File: src/rtl/mem_access_ctrl.sv
// rtl/mem_access_ctrl.sv - memory-stage sequencer between EX/MEM and the ram_2 data-memory interface
module mem_access_ctrl #(
    parameter int READ_LAT = 1,
    parameter int AW       = 32,
    parameter int DW       = 32
) (
    input  logic          clk,
    input  logic          rst_n,
    input  logic          i_req_valid,
    output logic          o_req_ready,
    input  logic          i_req_we,
    input  logic          i_req_re,
    input  logic [3:0]    i_req_type,
    input  logic          i_req_sign,
    input  logic [AW-1:0] i_req_addr,
    input  logic [DW-1:0] i_req_wdat,
    input  logic [4:0]    i_req_rd,
    input  logic          i_flush,
    output logic [AW-1:0] o_ram_addr,
    output logic [DW-1:0] o_ram_wdat,
    output logic          o_ram_we,
    output logic          o_ram_re,
    output logic [3:0]    o_ram_type,
    output logic          o_ram_sign,
    output logic          o_ram_port,
    input  logic [DW-1:0] i_ram_data,
    input  logic          i_ram_misaligned,
    output logic          o_wb_valid,
    output logic [DW-1:0] o_wb_data,
    output logic [4:0]    o_wb_rd,
    output logic          o_exc_valid,
    output logic [AW-1:0] o_exc_addr,
    output logic          o_exc_store,
    output logic          o_busy
);

    localparam int CW = (READ_LAT < 1) ? 1 : $clog2(READ_LAT + 1);

    localparam logic [1:0] S_IDLE   = 2'd0;
    localparam logic [1:0] S_ACCESS = 2'd1;
    localparam logic [1:0] S_RDWAIT = 2'd2;
    localparam logic [1:0] S_RESP   = 2'd3;

    logic [1:0]    state;
    logic [CW-1:0] cnt;
    logic [AW-1:0] req_addr;
    logic [DW-1:0] req_wdat;
    logic [3:0]    req_type;
    logic          req_sign;
    logic [4:0]    req_rd;
    logic          req_we;
    logic          req_re;
    logic          accept;

    // NOP requests (neither we nor re) are consumed without leaving IDLE
    assign accept = i_req_valid & o_req_ready & (i_req_we | i_req_re) & ~i_flush;

    assign o_req_ready = (state == S_IDLE);
    assign o_busy      = ~o_req_ready;
    assign o_ram_addr  = req_addr;
    assign o_ram_wdat  = req_wdat;
    assign o_ram_type  = req_type;
    assign o_ram_sign  = req_sign;
    assign o_ram_port  = 1'b0;
    assign o_ram_we    = (state == S_ACCESS) & req_we;
    assign o_ram_re    = ((state == S_ACCESS) | (state == S_RDWAIT)) & req_re;
    assign o_wb_valid  = (state == S_RESP) & ~i_flush;

    always_ff @(posedge clk or negedge rst_n) begin
        if (!rst_n) begin
            state       <= S_IDLE;
            cnt         <= '0;
            req_addr    <= '0;
            req_wdat    <= '0;
            req_type    <= '0;
            req_sign    <= 1'b0;
            req_rd      <= '0;
            req_we      <= 1'b0;
            req_re      <= 1'b0;
            o_wb_data   <= '0;
            o_wb_rd     <= '0;
            o_exc_valid <= 1'b0;
            o_exc_addr  <= '0;
            o_exc_store <= 1'b0;
        end else begin
            o_exc_valid <= 1'b0;
            case (state)
                S_IDLE: begin
                    if (accept) begin
                        req_addr <= i_req_addr;
                        req_wdat <= i_req_wdat;
                        req_type <= i_req_type;
                        req_sign <= i_req_sign;
                        req_rd   <= i_req_rd;
                        req_we   <= i_req_we;
                        req_re   <= i_req_re & ~i_req_we;
                        state    <= S_ACCESS;
                    end
                end
                S_ACCESS: begin
                    // a flushed store still commits, since o_ram_we is already up this cycle
                    if (!i_flush && i_ram_misaligned) begin
                        o_exc_valid <= 1'b1;
                        o_exc_addr  <= req_addr;
                        o_exc_store <= req_we;
                        state       <= S_IDLE;
                    end else if (i_flush || req_we) begin
                        state <= S_IDLE;
                    end else begin
                        cnt   <= CW'(READ_LAT);
                        state <= S_RDWAIT;
                    end
                end
                S_RDWAIT: begin
                    if (i_flush) begin
                        cnt   <= '0;
                        state <= S_IDLE;
                    end else if (cnt == CW'(1)) begin
                        cnt       <= '0;
                        o_wb_data <= i_ram_data;
                        o_wb_rd   <= req_rd;
                        state     <= S_RESP;
                    end else begin
                        cnt <= cnt - CW'(1);
                    end
                end
                default: state <= S_IDLE;
            endcase
        end
    end

endmodule

File: config.mk
export PLATFORM = sky130hd
export DESIGN_NAME = mem_access_ctrl
export DESIGN_NICKNAME = d
export VERILOG_FILES = /design/src/rtl/mem_access_ctrl.sv
export SDC_FILE = /design/constraint.sdc
export NUM_CORES = 1
export LEC_CHECK = 0
export BUFFER_PORTS_ARGS = -buffer_cell sky130_fd_sc_hd__buf_2
export CAP_MARGIN = 20
export CELL_PAD_IN_SITES_DETAIL_PLACEMENT = 1
export CELL_PAD_IN_SITES_GLOBAL_PLACEMENT = 2
export CORE_MARGIN = 5
export CORE_UTILIZATION = 30
export CTS_BUF_LIST = sky130_fd_sc_hd__clkbuf_8
export DETAILED_ROUTE_END_ITERATION = 10
export GPL_TIMING_DRIVEN = 0
export PLACE_DENSITY_LB_ADDON = 0.1
export SLEW_MARGIN = 20
export SYNTH_ARGS = -nofsm -noshare
export SYNTH_HDL_FRONTEND = slang
export SYNTH_SLANG_ARGS = --single-unit
File: constraint.sdc
create_clock -name clk -period 1.85 [get_ports clk]
set_clock_uncertainty 0.05 [all_clocks]
set_input_delay 0.185 -clock clk [delete_from_list [all_inputs] [get_ports clk]]
set_output_delay 0.185 -clock clk [all_outputs]
set_load 0.05 [all_outputs]
Yosys cells after proc, flatten, opt, wreduce, memory -nomap -nowiden:

Cells that the tools add are included.

* output and inout port bits: 146
* logic and storage cells: 57
* bits of input ports: 113
* register bits after elaboration: 150

* eq/ne operators: 7
* bitwise logic cells: 12
* reductions and logical operators: 10
* $add $sub $neg: 1
* multiplexer cells: 13

Operators with widths (count)
* 2-to-1 mux 2 bit: 5
* bitwise AND 1 bit: 7
* 2-to-1 mux 1 bit: 6
* one-hot mux 2 bit (3 select lines): 1
* AND reduction 2 bit: 3
* AND reduction 3 bit: 2
* equality test 2 bit, second input constant: 2
* inequality test 2 bit, second input constant: 2
* inequality test 3 bit, second input constant: 1
* NOT 1 bit: 3
* equality test 2 x 1 -> 1 bit, second input constant: 1
* zero test 2 bit: 1
* inequality test 2 x 1 -> 1 bit, second input constant: 1
* OR 1 bit: 2
* one-hot mux 1 bit (2 select lines): 1
* nonzero test 2 bit: 1
* logical AND 1 bit: 1
* zero test 1 bit: 1
* logical OR 1 bit: 1
* subtractor 1 bit, second input constant: 1

Longest topological paths before layout:

Gate-level depths: netlist of run 1.

* depth in word-level cells: 6
* depth in mapped cells: 7

Least setup slack after synthesis of run 1:

Ideal clock, no wire load.

* path kind: register to register
* start point: register state[0]
* end point: register req_addr[10], in the netlist o_ram_addr[10]
* arrival time: 1943 ps
* path buffers: 2
* period minus slack after synthesis: 2118 ps
* cell stages (with the launch flop): 7
* slack: -268 ps
* data required time: 1675 ps
* cells stage by stage: dfrtp_1 -> inv_1 -> ha_1 -> o2111ai_2 -> buf_4 -> buf_6 -> mux2_4

* longest elaborated chain between the ends: 5

Ends and longest elaborated chain
* from (decl): line 44 `logic [1:0] state;`
* from (signal assigned): line 71 `state <= S_IDLE;`
* from (signal assigned): line 97 `state <= S_ACCESS;`
* from (signal assigned): line 106 `state <= S_IDLE;`
* zero test 2 bit (*): line 58 `assign o_req_ready = (state == S_IDLE);`
* named net o_req_ready: line 10 `output logic o_req_ready,`
* bitwise AND 1 bit (3 in series): line 56 `assign accept = i_req_valid & o_req_ready & (i_req_we | i_req_re) & ~i_flush;`
* AND reduction 2 bit (no line) (*)
* to (signal assigned): line 90 `req_addr <= i_req_addr;`
* to (decl): line 46 `logic [AW-1:0] req_addr;`

The timed path passes the listed nets; every way through them passes the cells marked *.
A chain may end at the register's enable or synchronous reset.

Worst setup path after layout of run 1:

* start point: register state[0]
* end point: register o_wb_rd[3]

* longest elaborated chain between the ends: 2

Ends and longest elaborated chain
* equality test 2 bit: line 87 `case (state)`
* AND reduction 3 bit (no line)
* to (signal assigned): line 121 `o_wb_rd <= req_rd;`
* to (decl): line 30 `output logic [4:0] o_wb_rd,`

Every way passes these cells.

==> results of run 1 <==
## per-stage QoR
| step | cells | worst slack [ns] | TNS, ns | hold slack [ns] | utilization [%] |
|---|---|---|---|---|---|
| final | 1005 | 0.0837 | 0 | 0.184 | 47.1 |
| after global routing | 1005 | -0.0261 | -0.192 | 0.188 | 47.1 |
| after CTS | 1005 | -0.00715 | -0.00715 | 0.0946 | 47.1 |
| after detailed placement | 867 | -0.224 | -9.01 | 0.118 | 38.9 |
| after global placement | 866 | -1.72 | -263.46 | 0.366 | 38.7 |
| after floorplan | 344 | 0.0834 | 0 | -0.161 | - |
## final timing paths
| path | from | end | slack (ns) | cells past startpoint |
|---|---|---|---|---|
| max | state[0] | o_wb_rd[3] | 0.08 | 6 |
| min | i_ram_misaligned | cnt | 0.18 | 4 |
| max reg2reg | state[0] | o_wb_rd[3] | 0.08 | 6 |
| min reg2reg | req_re | req_re | 0.44 | 2 |
| max in group asynchronous | rst_n | o_exc_addr[1] | 0.69 | 3 |
| min in group asynchronous | rst_n | o_ram_addr[19] | 0.24 | 2 |
## critical path: cells and delay by family, from the launching register on
family	cells	cell delay, ns
adders and majority gates	1	0.23
DFF	1	0.42
and+or+nand+nor	2	0.33
buffers and inverters	2	0.26
muxes	1	0.34
## sequential cells by signal, indices dropped and copies added (netlist names), 2 cells and up
name,cells
state,2
o_exc_addr,32
o_ram_type,4
req_rd,5
o_ram_addr,32
o_wb_data,32
o_wb_rd,5
o_ram_wdat,32
## per-layer routing
layer | wire length [µm] | vias up
li1 | - | 1974
met1 | 6990 | 2093
met2 | 8290 | 167
met3 | 1430 | 14
met4 | 215 | 0
met5 | 0 | -
## Yosys cell counts
cell type and number:
a2111oi_0 1, ha_1 4, nand3_1 1, mux2_4 28
nand2_1 1, mux2_2 118, nand2_2 1, nor3_1 1
o21ai_0 2, conb_1 1, dfrtp_1 150, o31ai_1 1
nor2b_2 1, nor2b_1 2, nand3_2 1, buf_6 3
o2111ai_2 1, a21oi_1 3, inv_2 1, buf_4 2
buf_2 10, inv_1 4, o211ai_1 1, nor2_1 2
and2_1 2, a21o_1 2
## kinds of logic (layout without fill, tap and decap cells)
family | count (synthesis) | count (layout) | share of synthesized area [%]
flops | 150 | 150 | 64.4
mux | 146 | 146 | 30.0
buf+inv | 20 | 416 | 2.02
simple gates | 12 | 12 | 1.22
compound gates | 11 | 11 | 1.35
fa+ha+maj | 4 | 4 | 0.859
other cells | 1 | 1 | 0.0644
## repair_timing
action / CTS / global route
setup endpoints to repair: 80 / 91
hold endpoints to repair: 170 / 0
pin swaps: 1 / 0
hold buffers: 108 / 0
gates resized for setup: 14 / 7
## final cells by class
type | count | area (µm²)
clock inverters | 13 | 208
fillers | 2064 | 10200
multi-input cells | 174 | 1990
repair buffers | 366 | 2420
well taps | 265 | 332
plain buffers | 15 | 129
flip-flops and latches | 150 | 3750
inverters | 5 | 18.8
clock buffers | 17 | 234
==> impl_metrics.ini, run 1 <==
[status]
status = complete, no violations

[setup_path]
crit_path_end_kind = flop
arrival_ns = 2.03
critPathLaunchType = flop
crit_chain = inv_2, ha_1, nor2b_4, nand2_4, buf_6, mux2_2
path_class = flop to flop
cp_max_fo = 10
cp_slowest_stage_delay_ns = 0.42
cp.required_ns = 2.11
slowest_stage = dfrtp_1

[synthesis]
netlist_top_cells_area = dfrtp_1 64%, mux2_2 23%, mux2_4 7.2%
syn_nets = 461
yosys_warnings = 0
ys_ff_latch = 150
synth.distinct_cells = 26
avgSynthCellArea_um2 = 16.9
synth.cell_area_um2 = 5820
synthCells = 344
synth-seq-area-share_pct = 64.4
synth_top_area_cell = dfrtp_1
synth_top_area_share_pct = 64.4

[clock_network]
clockRootBuffer = clkbuf_8
clk_latency_ns = 0.43
cts_tree = done
clock_sinks = 150
clk_pin_slew_ns = 0.08
cts_setup_buffers = 0
cts_buffers = 17
clockBufferDepth = 2
h-tree-depth = 4

[place]
gp_congestion = 0.722
port_buffers = 257
placed_area_um2 = 7490
dpl.hpwl_um = 12100

[detailed_routing]
post_drt_wl_per_cell_um = 16.8
first_pass_iters = 4
ant_nets = 0
vias_per_cell = 4.23
drc = 0
vias = 4248
drt-total-wl_um = 16900
dr.first_iter.drc_count = 98

[sta]
grt_setup_unrepaired = true
hold_viol = 0
timing.fmax_ghz = 0.566
relSlewSlack_pct = 65.9
drv_slew = 0
min_period_over_period_pct = 95.5
fin_crit_ns = 1.77
tightest_slew_ns = 0.512
setup_viol = 0

[global_route]
gr-usage-met3_pct = 6.05
globalRouteMet2Util_pct = 25.9
grt_overflow = 0
grt_pass1_wl_um = 26800
grt_usage_pct = 15.4
use_met1_pct = 18.6
first_global_vias = 4907
antenna_found_initial = 0
gr-max-usage-layer = met2
grt_max_degree = 88

[die]
die_y_um = 149
coreArea_um2 = 19300
die_w_um = 149
num_rows = 51
fp.dieArea_um2 = 22300
io_pins = 259
start_util_pct = 30.2

[hold_path]
hp-class = primary input to flop

[final_layout]
drive_gt1_share_pct = 62.0
final_cell_mix = 258 x buf_2, 150 x dfrtp_1, 118 x mux2_2, 108 x dlygate4sd3_1, 28 x mux2_4
synthToLayoutAreaGrowth_pct = 56.0
design_area_um2 = 9080
num_antenna_cells = 0
layout.cells.most_common = buf_2
nNetsFinal = 846

[job]
cap_violations = 0
Power of run 1 is not shown: default switching activity piles up to over one toggle a cycle in this logic, so the estimate is an artifact.
==> inputs of run 2 (changes only) <==
--- a/config.mk
+++ b/config.mk
@@ -9,7 +9,7 @@
 export CAP_MARGIN = 20
 export CELL_PAD_IN_SITES_DETAIL_PLACEMENT = 1
 export CELL_PAD_IN_SITES_GLOBAL_PLACEMENT = 2
-export CORE_MARGIN = 5
+export CORE_MARGIN = 2
 export CORE_UTILIZATION = 30
 export CTS_BUF_LIST = sky130_fd_sc_hd__clkbuf_8
 export DETAILED_ROUTE_END_ITERATION = 10
==> run 2 against run 1 <==
- clock-buffer cell count increased by 3
- register-to-register slack is essentially flat
- core utilization grew 0.50 points
- non-clock buffer count up 2
- sequential share of layout area increased by 0.38 points
- critical path depth did not move
==> impl_metrics.ini, run 2 (synthesis gave the netlist of run 1 again) <==
[setup_path]
crit_path_end_kind = flop
r2r_cells = 6
critPathLaunchType = flop
path_class = flop to flop
arrival_ns = 2.01
cp_slowest_stage_delay_ns = 0.43
cp.required_ns = 2.10
crit_path_frequent_cell = buf_6
crit_chain = inv_2, ha_4, o2111ai_4, buf_6, buf_6, mux2_4
cp_max_fo = 10
slowest_stage = dfrtp_1

[clock_network]
clk_pin_slew_ns = 0.07
clock_sinks = 150
clockRootBuffer = clkbuf_8
h-tree-depth = 4
cts_tree = done
cts_buffers = 17
clk_latency_ns = 0.43
clockBufferDepth = 2

[sta]
min_period_over_period_pct = 95.1
setup_viol = 0
relSlewSlack_pct = 61.7
final.setup.worst_slack_ns = 0.0903
tightest_slew_ns = 0.574
timing.fmax_ghz = 0.568
worst_hold_slack_ns = 0.153
fin_crit_ns = 1.76
drv_slew = 0
hold_viol = 0
grt_setup_unrepaired = false

[place]
gp_congestion = 0.706
port_buffers = 257
dpl.hpwl_um = 11200
post-place-ws_ns = -0.210

[detailed_routing]
vias_per_cell = 4.28
vias = 4284
ant_nets = 0
dr.first_iter.drc_count = 78
drt-total-wl_um = 16300
drc = 0
first_pass_iters = 4
post_drt_wl_per_cell_um = 16.3

[die]
die_w_um = 143
num_rows = 50
coreArea_um2 = 18900
die_y_um = 143
io_pins = 259
fp.dieArea_um2 = 20500
start_util_pct = 30.8

[hold_path]
hp-class = primary input to flop
hold_depth = 4

[global_route]
grt_max_degree = 80
first_global_vias = 4840
grt_pass1_wl_um = 25700
antenna_found_initial = 1
grt_usage_pct = 16.3
grt_overflow = 0

[status]
status = complete, no violations

[final_layout]
nNetsFinal = 848
final_cell_mix = 259 x buf_2, 150 x dfrtp_1, 118 x mux2_2, 108 x dlygate4sd3_1, 28 x mux2_4
drive_gt1_share_pct = 61.8
synthToLayoutAreaGrowth_pct = 54.5
layout.cells.most_common = buf_2
nFillCells = 1965

[job]
cap_violations = 0
[run 2: cell count changes in the layout (fill, tap and decap cells not counted), sizes merged, moves of 2 or more]
cell      delta
bufinv       -4
clkbuf       +4
clkinv       -4
clkinvlp     +2
inv          +2
[run 2: layer usage]
layer | share of wire (%) | up-vias | global-route usage (%)
li1 | - | 1973 | -
met1 | 39 | 2140 | 18.1
met2 | 52 | 157 | 29.3
met3 | 7.3 | 14 | 6.06
met4 | 1.4 | 0 | 4.54
met5 | 0 | - | 0
[run 2: area by class of cell]
class	count	area, µm²	area share [%]
sequential	150	3750	41.7
timing repair buffer	368	2430	27.1
multi-input combinational	174	1990	22.1
tap	260	325	3.61
clock buffer	20	275	3.06
buffer	15	120	1.33
clock inverter	9	80.1	0.890
inverter	5	18.8	0.209
antenna	1	2.50	0.0278
[run 2: path summary, 6_finish.rpt]
| check | slack, ns | from | end |
|---|---|---|---|
| min in group asynchronous | 0.23 | rst_n | o_wb_data[8] |
| hold / removal | 0.15 | i_ram_misaligned | cnt |
| setup / recovery | 0.09 | state[0] | o_ram_addr[30] |
| hold reg to reg | 0.44 | req_re | req_re |
| max in group asynchronous | 0.72 | rst_n | o_ram_addr[1] |
| setup reg to reg | 0.09 | state[0] | o_ram_addr[30] |
[run 2: timing repair]
action                                  4_1_cts  5_1_grt
endpoints found under the setup margin       60       86
buffers inserted                              2        0
gates resized for setup                      11        7
pin swaps                                     1        0
hold buffers                                108        0
endpoints found under the hold margin       178        0
[run 2: critical path: cells and delay by family, from the launching register on]
kind,cells,cell delay [ns]
AOI/OAI and AO/OA,1,0.17
adders and majority gates,1,0.19
buffers and inverters,3,0.49
DFF,1,0.43
muxes,1,0.31
[run 2: per-stage QoR]
step	utilization [%]	setup TNS, ns	cell area [µm²]	cells
floorplan	-	0	5840	344
global placement	39.4	-263.05	7450	861
detailed placement	39.6	-6.81	7490	862
CTS	47.5	0	8980	1001
global route	47.6	0	9000	1001
finish	47.6	0	9000	1002
Power of run 2 is left out for the same reason.
==> inputs of run 3 (changes only) <==
--- a/config.mk
+++ b/config.mk
@@ -15,6 +15,7 @@
 export DETAILED_ROUTE_END_ITERATION = 10
 export GPL_TIMING_DRIVEN = 0
 export PLACE_DENSITY_LB_ADDON = 0.1
+export REMOVE_ABC_BUFFERS = 1
 export SLEW_MARGIN = 20
 export SYNTH_ARGS = -nofsm -noshare
 export SYNTH_HDL_FRONTEND = slang
==> run 3 against run 2 <==
- worst setup slack got worse by 0.074 ns
- hold slack better by 0.0089 ns
- core utilization rose by 0.58 points
- sequential share of layout area down 0.50 points
- cell count fell by 0.60%
- final area rose by 1.2%
- via count grew 0.19%
- global-route usage shrank 0.062 points
- routed wire length shrank 2.1%
- sequential cell count unchanged
- critical path depth down 2
- clock-buffer cell count decreased by 1
- critical endpoint is now o_exc_addr[13]
==> impl_metrics.ini, run 3 (synthesis gave the netlist of run 1 again) <==
[sta]
min_period_over_period_pct = 99.1
timing.fmax_ghz = 0.545
final.setup.worst_slack_ns = 0.0167
hold_viol = 0
relSlewSlack_pct = 60.9
drv_slew = 0
setup_viol = 0
grt_setup_unrepaired = true
fin_crit_ns = 1.83
tightest_slew_ns = 0.587

[place]
dpl.hpwl_um = 11000
post-place-ws_ns = -0.522
gp_congestion = 0.731
port_buffers = 257

[clock_network]
clockRootBuffer = clkbuf_8
clk_latency_ns = 0.45
cts_buffers = 17
cts_tree = done
clock_sinks = 150
clk_pin_slew_ns = 0.08
h-tree-depth = 4
clockBufferDepth = 2

[detailed_routing]
ant_nets = 0
first_pass_iters = 4
dr.first_iter.drc_count = 69
vias = 4292
vias_per_cell = 4.31
drc = 0
post_drt_wl_per_cell_um = 16.1
drt-total-wl_um = 16000

[die]
die_y_um = 143
num_rows = 50
start_util_pct = 30.8
coreArea_um2 = 18900
die_w_um = 143
io_pins = 259
fp.dieArea_um2 = 20500

[status]
status = complete, no violations

[setup_path]
rrSetupSlack_ns = 0.02
critPathLaunchType = flop
arrival_ns = 2.12
cp_max_fo = 34
path_class = flop to flop
cp.required_ns = 2.14
crit_path_end_kind = flop

[final_layout]
drive_gt1_share_pct = 61.7
nFillCells = 1989
synthToLayoutAreaGrowth_pct = 56.4
nNetsFinal = 840
layout.cells.most_common = buf_2
final_cell_mix = 251 x buf_2, 150 x dfrtp_1, 117 x mux2_2, 108 x dlygate4sd3_1, 29 x mux2_4
num_antenna_cells = 0

[global_route]
antenna_found_initial = 0
grt_max_degree = 79
grt_usage_pct = 16.2
grt_pass1_wl_um = 25700
grt_overflow = 0
first_global_vias = 4880

[job]
cap_violations = 0

[hold_path]
hp-class = primary input to flop
## run 3: worst max-delay path, stage by stage, from the launching register on
cell and delay (ns):
dfrtp_1 0.40, inv_1 0.08, ha_2 0.23, nand3_4 0.46, mux2_4 0.48
## run 3: timing repair
action,CTS,global route
pin swaps,1,0
buffers inserted,5,0
setup endpoints to repair,150,142
hold buffers,108,0
endpoints found under the hold margin,180,0
gates resized for setup,5,13
## run 3: layer usage
layer | GRT usage (%) | vias to the layer above | part of all wire (%) | routed length (µm)
met5 | 0 | - | 0 | 0
met4 | 5.06 | 0 | 1.4 | 222
met3 | 5.70 | 16 | 7.0 | 1110
met2 | 29.2 | 139 | 54 | 8560
met1 | 18.0 | 2171 | 38 | 6100
li1 | - | 1966 | - | -
## run 3: final timing paths
kind                             startpoint  cells past startpoint             end
max                                state[1]                      4  o_exc_addr[13]
min                        i_ram_misaligned                      4             cnt
max reg2reg                        state[1]                      4  o_exc_addr[13]
min reg2reg                          req_re                      2          req_re
max in group asynchronous             rst_n                      3   o_exc_addr[6]
min in group asynchronous             rst_n                      2   o_wb_data[13]
## run 3: layout make-up
| cell class | instances | area (µm²) | share of cell area, % |
|---|---|---|---|
| Multi-Input combinational cell | 174 | 2000 | 22.0 |
| Timing Repair Buffer | 375 | 2580 | 28.3 |
| Sequential cell | 150 | 3750 | 41.2 |
| Clock inverter | 13 | 170 | 1.87 |
| Clock buffer | 19 | 262 | 2.87 |
| Inverter | 5 | 18.8 | 0.206 |
| Tap cell | 260 | 325 | 3.57 |
## run 3: metrics by stage
step           utilization, %  setup TNS (ns)  cells  hold slack (ns)  area [µm²]
2_1_floorplan               -         -154.77    329           -0.161        5730
4_1_cts                  48.0           -1.29    996            0.126        9070
5_1_grt                  48.2           -3.46    996            0.181        9110
3_5_place_dp             39.7          -48.26    851            0.146        7500
3_3_place_gp             38.8         -495.40    846            0.366        7340
6_report                 48.2               0    996            0.162        9110
Power of run 3 is left out for the same reason.
